### config.mk
export PLATFORM = sky130hd
export DESIGN_NAME = phase_seq
export DESIGN_NICKNAME = d
export VERILOG_FILES = /design/src/rtl/phase_seq_pkg.sv /design/src/rtl/br_cond.sv /design/src/rtl/phase_seq.sv
export SDC_FILE = /design/constraint.sdc
export NUM_CORES = 1
export LEC_CHECK = 0
export ABC_CLOCK_PERIOD_IN_PS = 1300
export BUFFER_PORTS_ARGS = -buffer_cell sky130_fd_sc_hd__buf_2
export CAP_MARGIN = 0
export CELL_PAD_IN_SITES_DETAIL_PLACEMENT = 0
export CELL_PAD_IN_SITES_GLOBAL_PLACEMENT = 2
export CORE_MARGIN = 2
export CORE_UTILIZATION = 25
export CTS_CLUSTER_SIZE = 10
export DETAILED_ROUTE_END_ITERATION = 10
export PLACE_DENSITY = 0.77
export REMOVE_ABC_BUFFERS = 1
export SLEW_MARGIN = 20
export SYNTH_ARGS = -nofsm -noshare
export SYNTH_HDL_FRONTEND = slang
export SYNTH_HIERARCHICAL = 1
export SYNTH_SLANG_ARGS = --single-unit
### constraint.sdc
create_clock -name clk -period 1.3 [get_ports clk]
set_input_delay 0.13 -clock clk [delete_from_list [all_inputs] [get_ports clk]]
set_output_delay 0.13 -clock clk [all_outputs]
set_load 0.01 [all_outputs]
### src/rtl/phase_seq_pkg.sv
// Shared definitions for the multicycle phase sequencer.
// Holds state encodings, phase bit indices and branch condition codes.
package phase_seq_pkg;

  typedef enum logic [2:0] {
    ST_IDLE = 3'd0,
    ST_F    = 3'd1,
    ST_R    = 3'd2,
    ST_X    = 3'd3,
    ST_M    = 3'd4,
    ST_W    = 3'd5,
    ST_HALT = 3'd6,
    ST_ERR  = 3'd7
  } state_t;

  localparam int PH_F = 0;
  localparam int PH_R = 1;
  localparam int PH_X = 2;
  localparam int PH_M = 3;
  localparam int PH_W = 4;
  localparam int NPH  = 5;

  localparam logic [2:0] COND_AL = 3'b000;
  localparam logic [2:0] COND_EQ = 3'b001;
  localparam logic [2:0] COND_NE = 3'b010;
  localparam logic [2:0] COND_LT = 3'b011;
  localparam logic [2:0] COND_GE = 3'b100;
  localparam logic [2:0] COND_CS = 3'b101;
  localparam logic [2:0] COND_CC = 3'b110;
  localparam logic [2:0] COND_NV = 3'b111;

  typedef struct packed {
    logic z;
    logic s;
    logic c;
    logic o;
  } flags_t;

  // One-hot phase vector for a state; non-executing states give all zeros.
  function automatic logic [NPH-1:0] phase_of(state_t st);
    logic [NPH-1:0] ph;
    ph = '0;
    case (st)
      ST_F:    ph[PH_F] = 1'b1;
      ST_R:    ph[PH_R] = 1'b1;
      ST_X:    ph[PH_X] = 1'b1;
      ST_M:    ph[PH_M] = 1'b1;
      ST_W:    ph[PH_W] = 1'b1;
      default: ph = '0;
    endcase
    return ph;
  endfunction

endpackage

### src/rtl/br_cond.sv
// Combinational branch condition evaluator over latched {z,s,c,o} flags.
module br_cond
  import phase_seq_pkg::*;
(
  input  logic [2:0] cond,
  input  flags_t     flags,
  output logic       taken
);

  always_comb begin
    taken = 1'b0;
    case (cond)
      COND_AL: taken = 1'b1;
      COND_EQ: taken = flags.z;
      COND_NE: taken = ~flags.z;
      COND_LT: taken = flags.s ^ flags.o;
      COND_GE: taken = ~(flags.s ^ flags.o);
      COND_CS: taken = flags.c;
      COND_CC: taken = ~flags.c;
      COND_NV: taken = 1'b0;
      default: taken = 1'b0;
    endcase
  end

endmodule

### src/rtl/phase_seq.sv
// Multicycle control sequencer: F -> R -> X -> [M] -> W with memory handshake stalls.
// Optional performance counters are built when PHASE_SEQ_PERF_EN is defined.
module phase_seq
  import phase_seq_pkg::*;
#(
  parameter int TIMEOUT = 16,
  parameter int TW      = 5
)(
  input  logic       clk,
  input  logic       n_rst,
  input  logic       is_load,
  input  logic       is_store,
  input  logic       is_branch,
  input  logic       is_halt,
  input  logic       rf_wr,
  input  logic       flag_wr,
  input  logic [2:0] cond,
  input  logic       zf,
  input  logic       sf,
  input  logic       cf,
  input  logic       of,
  input  logic       mem_ack,
  output logic [4:0] phase,
  output logic       mem_req,
  output logic       mem_sel,
  output logic       wren_mem,
  output logic       ir_we,
  output logic       pc_inc,
  output logic       ct_taken,
  output logic       rf_we,
  output logic       wd_sel,
  output logic       halted,
`ifdef PHASE_SEQ_PERF_EN
  output logic [31:0] cyc_cnt,
  output logic [31:0] ret_cnt,
  output logic [31:0] stall_cnt,
`endif
  output logic       err
);

  localparam logic [TW-1:0] TMO_LAST = TW'(TIMEOUT - 1);

  state_t        state_reg, state_next;
  flags_t        flags_reg, flags_next;
  logic [TW-1:0] tmo_reg, tmo_next;
  logic          mem_phase;
  logic          tmo_hit;
  logic          br_taken;
  logic          take_branch;

  assign mem_phase   = (state_reg == ST_F) || (state_reg == ST_M);
  assign tmo_hit     = (TIMEOUT != 0) && (tmo_reg == TMO_LAST);
  assign take_branch = is_branch & br_taken;

  br_cond u_br_cond (
    .cond  (cond),
    .flags (flags_reg),
    .taken (br_taken)
  );

  // Async reset drops state to IDLE at once, which kills mem_req/wren_mem immediately.
  always_ff @(posedge clk or negedge n_rst) begin
    if (!n_rst) begin
      state_reg <= ST_IDLE;
      flags_reg <= '0;
      tmo_reg   <= '0;
    end else begin
      state_reg <= state_next;
      flags_reg <= flags_next;
      tmo_reg   <= tmo_next;
    end
  end

  always_comb begin
    state_next = state_reg;
    case (state_reg)
      ST_IDLE: state_next = ST_F;
      ST_F: begin
        if (mem_ack)      state_next = ST_R;
        else if (tmo_hit) state_next = ST_ERR;
      end
      ST_R: state_next = ST_X;
      ST_X: begin
        if (is_halt)                  state_next = ST_HALT;
        else if (is_load || is_store) state_next = ST_M;
        else                          state_next = ST_W;
      end
      ST_M: begin
        if (mem_ack)      state_next = ST_W;
        else if (tmo_hit) state_next = ST_ERR;
      end
      ST_W:    state_next = ST_F;
      ST_HALT: state_next = ST_HALT;
      ST_ERR:  state_next = ST_ERR;
      default: state_next = ST_IDLE;
    endcase
  end

  always_comb begin
    flags_next = flags_reg;
    if ((state_reg == ST_X) && flag_wr)
      flags_next = '{z: zf, s: sf, c: cf, o: of};
  end

  // Counter restarts whenever a memory-waiting phase is freshly entered.
  always_comb begin
    tmo_next = tmo_reg;
    if (((state_next == ST_F) || (state_next == ST_M)) && (state_next != state_reg))
      tmo_next = '0;
    else if (mem_phase && !mem_ack && (TIMEOUT != 0))
      tmo_next = tmo_reg + 1'b1;
  end

  always_comb begin
    phase    = phase_of(state_reg);
    mem_req  = 1'b0;
    mem_sel  = 1'b0;
    wren_mem = 1'b0;
    ir_we    = 1'b0;
    pc_inc   = 1'b0;
    ct_taken = 1'b0;
    rf_we    = 1'b0;
    wd_sel   = 1'b0;
    halted   = 1'b0;
    err      = 1'b0;
    case (state_reg)
      ST_F: begin
        mem_req = 1'b1;
        ir_we   = mem_ack;
      end
      ST_M: begin
        mem_req  = 1'b1;
        mem_sel  = 1'b1;
        wren_mem = is_store;
      end
      ST_W: begin
        rf_we    = rf_wr;
        wd_sel   = is_load;
        ct_taken = take_branch;
        pc_inc   = ~take_branch;
      end
      ST_HALT: halted = 1'b1;
      ST_ERR:  err    = 1'b1;
      default: ;
    endcase
  end

`ifdef PHASE_SEQ_PERF_EN
  logic [31:0] cyc_cnt_reg, ret_cnt_reg, stall_cnt_reg;
  logic        running;

  assign running = (state_reg != ST_IDLE) && (state_reg != ST_HALT) && (state_reg != ST_ERR);

  always_ff @(posedge clk or negedge n_rst) begin
    if (!n_rst) begin
      cyc_cnt_reg   <= '0;
      ret_cnt_reg   <= '0;
      stall_cnt_reg <= '0;
    end else begin
      if (running)
        cyc_cnt_reg <= cyc_cnt_reg + 32'd1;
      if (state_reg == ST_W)
        ret_cnt_reg <= ret_cnt_reg + 32'd1;
      if (mem_phase && !mem_ack)
        stall_cnt_reg <= stall_cnt_reg + 32'd1;
    end
  end

  assign cyc_cnt   = cyc_cnt_reg;
  assign ret_cnt   = ret_cnt_reg;
  assign stall_cnt = stall_cnt_reg;
`endif

endmodule

==> results of run 1 <==
## stage by stage
step | hold WS (ns) | std cells
after global routing | 0.0848 | 191
after floorplan | -0.166 | 80
after CTS | 0.0848 | 190
after global placement | 0.0251 | 169
after detailed placement | 0.0270 | 169
final | 0.0896 | 191
## logic make-up after synthesis
kind of cell / count (synthesis) / synth area share
compound gates: 13 / 0.114
xor+xnor: 5 / 0.0621
buf+inv: 9 / 0.0773
simple gates: 39 / 0.268
mux: 5 / 0.0849
flops: 12 / 0.364
fa+ha+maj: 2 / 0.0303
## layout by cell type (no fill, tap or decap), drive strengths merged
| cell type | count |
|---|---|
| ha | 2 |
| and3 | 4 |
| o221ai | 1 |
| and3b | 1 |
| o32a | 1 |
| xor2 | 4 |
| a31oi | 1 |
| nor3 | 1 |
| nand2b | 1 |
| nor2 | 18 |
| inv | 4 |
| dlygate4sd3 | 1 |
| and2 | 5 |
| or2b | 1 |
| dfrtp | 12 |
| nand2 | 3 |
| mux2i | 1 |
| a21oi | 3 |
| nand3 | 2 |
| a211oi | 2 |
| a211o | 1 |
| clkbuf | 4 |
| xnor2 | 1 |
| a2bb2oi | 1 |
| buf | 62 |
| mux2 | 4 |
| nor3b | 2 |
| nor4 | 1 |
| o21ai | 3 |
## what timing repair did
action	CTS	global route
cloned	0	0
hold endpoints to repair	12	0
pin swaps	21	25
hold buffers	1	0
resized for setup	32	31
setup buffers	16	3
endpoints found under the setup margin	27	26
## worst max-delay path: cells and delay by family, from the launching register on
| family | cells | cell delay, ns |
|---|---|---|
| compound gates | 3 | 0.53 |
| xor+xnor | 1 | 0.20 |
| buf+inv | 1 | 0.16 |
| flops | 1 | 0.42 |
## final cells by class
type | count | area [um^2]
Clock buffer | 4 | 36.3
Fill cell | 320 | 1570
Inverter | 4 | 15.0
Multi-Input combinational cell | 64 | 648
Sequential cell | 12 | 303
Tap cell | 44 | 55.1
Timing Repair Buffer | 63 | 480
## worst max path at each step
| stage | to | slack [ns] | depth (start not counted) |
|---|---|---|---|
| final | pc_inc | -0.40 | 5 |
| after global routing | pc_inc | -0.51 | 5 |
| after CTS | pc_inc | -0.42 | 5 |
| after detailed placement | state_reg[1]$_DFF_PN0_ | -0.18 | 7 |
| after global placement | state_reg[1]$_DFF_PN0_ | -0.15 | 7 |
| after floorplan | wren_mem | -0.14 | 3 |
## power breakdown
group          internal [mW]  leakage (nW)  switching [mW]  total, mW
clock network          0.170        0.0210           0.130      0.300
logic                   1.38         0.565            1.02       2.40
registers              0.526         0.147           0.155      0.681
## layer usage
layer	vias up	routed length (um)	share of wire	GRT usage
li1	411	-	-	-
met4	0	10	0.0044	0.0456
met1	411	936	0.41	0.149
met5	-	0	0	0
met3	2	102	0.044	0.0147
met2	22	1240	0.54	0.229
==> metrics.md, run 1 <==
| Metric | Value |
|---|---|
| Cell area after synthesis | `826 um^2` |
| Distinct cells, synth | `34` |
| Syn-to-layout area delta | `86.2%` |
| Reg-to-Reg End | `flags_reg[2]$_DFFE_PN0P_` |
| Leakage | `between 0.7 and 0.8 nW` |
| Initial antenna violation count | `0` |
| Top post-synthesis cells by area | `dfrtp_1 (36%), mux2_4 (7.3%), nor2_1 (6.8%), buf_6 (4.1%), and2_1 (3.8%)` |
| Total CTS buffers | `3` |
| Violated checks | `negative setup slack` |
| Largest net degree at the start of global routing | `13` |
| Max incr delay on CP | `0.42 ns` |
| Core area | `between 3000 and 4000 um^2` |
| Worst Tran Pin Value | `approximately 0.3 ns` |
| Gr usage total | `0.125` |
| IO buf count | `30` |
| Syn_area_per_cell | `~9.7 um^2` |
| Worst R2R Setup Slack | `-0.08 ns` |
| Crit Path Class | `register to output pin` |
| Effective utilization at floorplan | `0.266` |
| Dpl cell area | `between 1000 and 1500 um^2` |
| Max VDD drop | `0.967 mV` |
| DRC viols | `0` |
| Crit end category | `output pin` |
| CTS tree | `yes` |
| Final Setup Violations | `23` |
| R2R Path Start | `state_reg[0]$_DFF_PN0_` |
| Top-area cell type share of the netlist area | `0.364` |
| Crit-path cells | `xor2_2 > a31oi_1 > o221ai_2 > a211oi_2 > buf_2` |
| Clk root buf | `clkbuf_4` |
| Vias in the first global route | `between 800 and 900` |
| DR iter-0 viols | `23` |
| Gpl congestion | `0.808` |
| Count leader, synth | `nor2_1` |
| Fin area | `about 1500 um^2` |
| Hold Crit Endpoint | `flags_reg[1]$_DFFE_PN0P_` |
| Post-synth EDFFs | `0` |
| Fmax achieved | `between 500 and 600 MHz` |
| H-tree levels | `1` |
| Share of cells above drive strength 1 | `0.748` |
| CTS sink count | `12` |
| Status | `complete, but fails checks` |
| Worst Setup Start Kind | `register` |
| Via density | `between 4 and 5` |
| Post-synthesis cell count | `between 80 and 90` |
| GRT overflow | `0` |
| Slew HR | `0.798` |
| # diodes | `0` |
| Setup TNS | `-2.30 ns` |
| Final Hold Fails | `0` |
| WP data required | `~1.2 ns` |
| Vias | `846` |
| Most common library cells after synthesis | `nor2_1 (15), dfrtp_1 (12), and2_1 (5), and3_1 (4), mux2_4 (4)` |
| Pwr Density | `approximately 2200 nW/um^2` |
| Setup WS post-layout | `-0.402 ns` |
| Final clock skew | `roughly 0.0038 ns` |
| WP data arrival | `approximately 1.6 ns` |
| Critical Path Slowest Stage Cell | `dfrtp_1` |
| Routed length per instance | `approximately 12 um` |
| Max FFs per register | `5` |
| Post-route ant nets | `0` |
| Synth warn | `6` |
| Max Slew Vio Count | `0` |
| Register area share after synthesis | `0.364` |
| Post-route minimum period | `between 1.5 and 2 ns` |
| Post-layout util | `0.496` |
| CP startpoint | `flags_reg[2]$_DFFE_PN0P_` |
| Maximum clock insertion buffer count | `2` |
| Die width | `roughly 61 um` |
| Final WL | `2290 um` |
| Hold WC Path Type | `input port to register` |
| RSZ-0062 raised after global routing | `true` |
| Part of the cycle the worst path needs | `1.31` |
| Leading area contributor after synthesis | `dfrtp_1` |
| CP Max Fanout | `2` |
| FP Rows | `20` |
| Nets | `about 170` |
| Detailed-placement wirelength estimate | `1530 um` |
| Die Height | `slightly above 60 um` |
| Total Power | `between 3 and 4 mW` |
| Async SR Flop Fraction | `1.00` |
| Seq cells post-synth | `12` |
| Clock edge transition at the registers on the reported setup and hold paths | `approximately 0.08 ns` |
| # IOs | `31` |
| R2r worst-path depth | `6` |
| Hold Crit Start | `cf` |
| Hold Path Depth | `2` |
| Pre-CTS setup slack | `-0.184 ns` |
| Clock Latency Late Sink | `between 0.2 and 0.3 ns` |
| Die Footprint | `~3800 um^2` |
| Top_reg_cell synth | `dfrtp_1` |
| 1st-pass router iterations | `4` |
| First-pass GRT wire length | `3550 um` |
| Max-Cap Viols | `0` |
(Power assumes the default switching activity.)
==> run 2: changes to the inputs <==
--- a/config.mk
+++ b/config.mk
@@ -10,7 +10,7 @@
 export CAP_MARGIN = 0
 export CELL_PAD_IN_SITES_DETAIL_PLACEMENT = 0
 export CELL_PAD_IN_SITES_GLOBAL_PLACEMENT = 2
-export CORE_MARGIN = 2
+export CORE_MARGIN = 4
 export CORE_UTILIZATION = 25
 export CTS_CLUSTER_SIZE = 10
 export DETAILED_ROUTE_END_ITERATION = 10
==> run 2 against run 1 <==
The flow still finishes with violations (negative setup slack). Via count decreased by 4.6%. Total power decreased by 6.5%. Core utilization decreased by 3.2 points. Sequential cell count unchanged. First-iteration DRC count decreased by 57%. Sequential power decreased by 2%. Final cell count decreased by 3.7%. Register-to-register slack about the same. Clock skew increased by 0.0053 ns. Non-clock buffer count decreased by 7. Hold slack about the same. Critical path type unchanged. Largest cell class unchanged. Largest power group unchanged.
==> metrics.md, run 2 (synthesized netlist as in run 1, its figures left out) <==
| Metric | Value |
|---|---|
| Status | `complete, but fails checks` |
| Violated checks | `negative setup slack` |
| Met2 Usage GRT | `0.198 (-0.0310)` |
| Nets | `159 (-4.2%)` |
| Clock share of power | `0.094 (+0.005)` |
| Gr usage total | `0.107 (-0.0180)` |
| Hold Crit Start | `sf` |
| Crit path buf inv count | `1 (unchanged)` |
| Vias in the first global route | `805 (-7.7%)` |
| Int Power | `1.96 mW (-5.5%)` |
| # diodes | `0 (unchanged)` |
| Vias | `807 (-4.6%)` |
| 1st-pass router iterations | `4 (unchanged)` |
| R2R Path Start | `state_reg[2]$_DFF_PN0_` |
| Die Height | `65.5 um (+6.5%)` |
| Gpl congestion | `0.752 (-6.8%)` |
| Max Slew Vio Count | `0 (unchanged)` |
| Final clock skew | `0.00902 ns (+0.00527 ns)` |
| Final WL | `2240 um (-2.2%)` |
| WHS | `0.0895 ns (-0.000103 ns)` |
| Final Hold Fails | `0 (unchanged)` |
| WP data required | `1.17 ns (about the same)` |
| Global Route met3 Usage | `0.0205 (+0.00581)` |
| Hold Crit Endpoint | `flags_reg[2]$_DFFE_PN0P_` |
| Reg power frac | `0.210 (+0.009)` |
| Max VDD drop | `0.768 mV (-21%)` |
| First-pass GRT wire length | `3500 um (-1.4%)` |
| IO buf count | `30 (unchanged)` |
| Crit Path Class | `register to output pin` |
| Leakage | `0.694 nW (-5.3%)` |
| Crit-path cells | `xor2_1 > a2bb2oi_1 > o221ai_1 > a211oi_1 > buf_2` |
| H-tree levels | `1 (unchanged)` |
| Maximum clock insertion buffer count | `2 (unchanged)` |
| CTS tree | `yes` |
| CP Max Fanout | `2 (unchanged)` |
| Post-layout util | `0.463 (-0.0323)` |
| DRC viols | `0 (unchanged)` |
| CP top delay family | `compound AO/OA/AOI/OAI gates` |
| CTS sink count | `12 (unchanged)` |
| Initial antenna violation count | `0 (unchanged)` |
| Max FFs per register | `5 (unchanged)` |
| # IOs | `31 (unchanged)` |
| Gr busiest metal | `met2` |
| Slew HR | `0.798 (about the same)` |
| Routed length per instance | `12.2 um (+1.5%)` |
| Worst Tran Pin Value | `0.301 ns (-0.0000869 ns)` |
| Met1 usage | `0.116 (-0.0323)` |
| Fin area | `1440 um^2 (-6.5%)` |
| Commonest cells after routing, fill and taps aside | `buf_2 (24), buf_6 (16), buf_4 (14), nor2_1 (9), dfrtp_1 (9)` |
| Total Power | `3.16 mW (-6.5%)` |
| RSZ-0062 raised after global routing | `true` |
| Effective utilization at floorplan | `0.266 (unchanged)` |
| Worst Setup Start Kind | `register` |
| Pre-CTS setup slack | `-0.184 ns (-0.000100 ns)` |
| Worst R2R Setup Slack | `-0.09 ns (about the same)` |
| Post-route ant nets | `0 (unchanged)` |
| Hold Path Depth | `2 (unchanged)` |
| Crit end category | `output pin` |
| Clock edge transition at the registers on the reported setup and hold paths | `0.07 ns (about the same)` |
| Die Footprint | `4290 um^2 (+13%)` |
| Non-filler cells in the finished layout | `184 (-3.7%)` |
| Clk root buf | `clkbuf_4` |
| Switch share | `0.379 (-0.00627)` |
| Dpl cell area | `1080 um^2 (-1.4%)` |
| Via density | `4.39 (-0.98%)` |
| Final Setup Violations | `24 (+4.3%)` |
| Syn-to-layout area delta | `74.1%` |
| R2r worst-path depth | `6 (unchanged)` |
| Setup TNS | `-2.27 ns (+0.0323 ns)` |
| WP data arrival | `1.55 ns (-0.02 ns)` |
| Setup WS post-layout | `-0.381 ns (+0.0202 ns)` |
| Net Switching | `1.20 mW (-8.0%)` |
| FP Rows | `20 (unchanged)` |
| Largest net degree at the start of global routing | `13 (unchanged)` |
| Max incr delay on CP | `0.39 ns (-0.03 ns)` |
| Combinational share of power | `0.696 (-0.014)` |
| Post-route minimum period | `1.68 ns (-0.0202 ns)` |
| Critical Path Slowest Stage Cell | `dfrtp_1` |
| Die width | `65.5 um (+6.5%)` |
| Pwr Density | `2200 nW/um^2 (about the same)` |
| Share of cells above drive strength 1 | `0.671 (-0.0769)` |
| GRT overflow | `0 (unchanged)` |
| Hold WC Path Type | `input port to register` |
| Clock Latency Late Sink | `0.27 ns (about the same)` |
| Total CTS buffers | `3 (unchanged)` |
| Reg-to-Reg End | `tmo_reg[4]$_DFFE_PN0P_` |
| Commonest non-fill, non-tap cell in the layout | `buf_2` |
| DR iter-0 viols | `10 (-57%)` |
| Dpl cells | `167 (-1.2%)` |
| Part of the cycle the worst path needs | `1.29 (-0.0156)` |
| Max-Cap Viols | `0 (unchanged)` |
| Detailed-placement wirelength estimate | `1550 um (+1.4%)` |
| Core area | `3100 um^2 (unchanged)` |
| Fmax achieved | `595 MHz (+1.2%)` |
[run 2: worst max path at each step]
stage,endpoint,from,slack [ns],cells after the start
floorplan,wren_mem,state_reg[0]$_DFF_PN0_,-0.14,3
global placement,state_reg[1]$_DFF_PN0_,tmo_reg[0]$_DFFE_PN0P_,-0.17,7
detailed placement,state_reg[1]$_DFF_PN0_,tmo_reg[0]$_DFFE_PN0P_,-0.18,7
CTS,pc_inc,flags_reg[2]$_DFFE_PN0P_,-0.39,5
global route,pc_inc,flags_reg[2]$_DFFE_PN0P_,-0.52,5
finish,pc_inc,flags_reg[2]$_DFFE_PN0P_,-0.38,5
[run 2: area by class of cell]
type,instances,area [um^2]
inverter,4,17.5
timing repair buffer,56,435
clock buffer,4,36.3
multi-input combinational,64,589
sequential,12,304
fill,304,1670
tap,44,55.1
[run 2: worst register-to-register path, cell delays in order, from the launching register on]
cell and delay, ns:
dfrtp_2 0.43, buf_6 0.13, nand2_4 0.08, nor2_4 0.06, buf_4 0.14, a211o_4 0.34, a211oi_2 0.14
[run 2: repair_timing]
action,CTS,global route
pin swaps,20,10
endpoints found under the hold margin,12,0
cloned,0,0
resized for setup,31,19
buffers inserted,8,4
endpoints found under the setup margin,27,27
hold buffers,1,0
[run 2: per-layer routing]
| layer | wire length [um] | vias to the layer above |
|---|---|---|
| met5 | 0 | - |
| met4 | 30 | 0 |
| met3 | 104 | 4 |
| met2 | 1220 | 20 |
| met1 | 886 | 380 |
| li1 | - | 403 |
[run 2: power by group through the flow]
stage / Clock (mW) / Sequential [mW] / Combinational (mW)
after floorplan: 0 / 0.680 / 0.775
after global placement: 0 / 0.692 / 1.35
after detailed placement: 0 / 0.696 / 1.36
after CTS: 0.317 / 0.653 / 1.89
after global routing: 0.324 / 0.690 / 2.37
final: 0.297 / 0.666 / 2.20
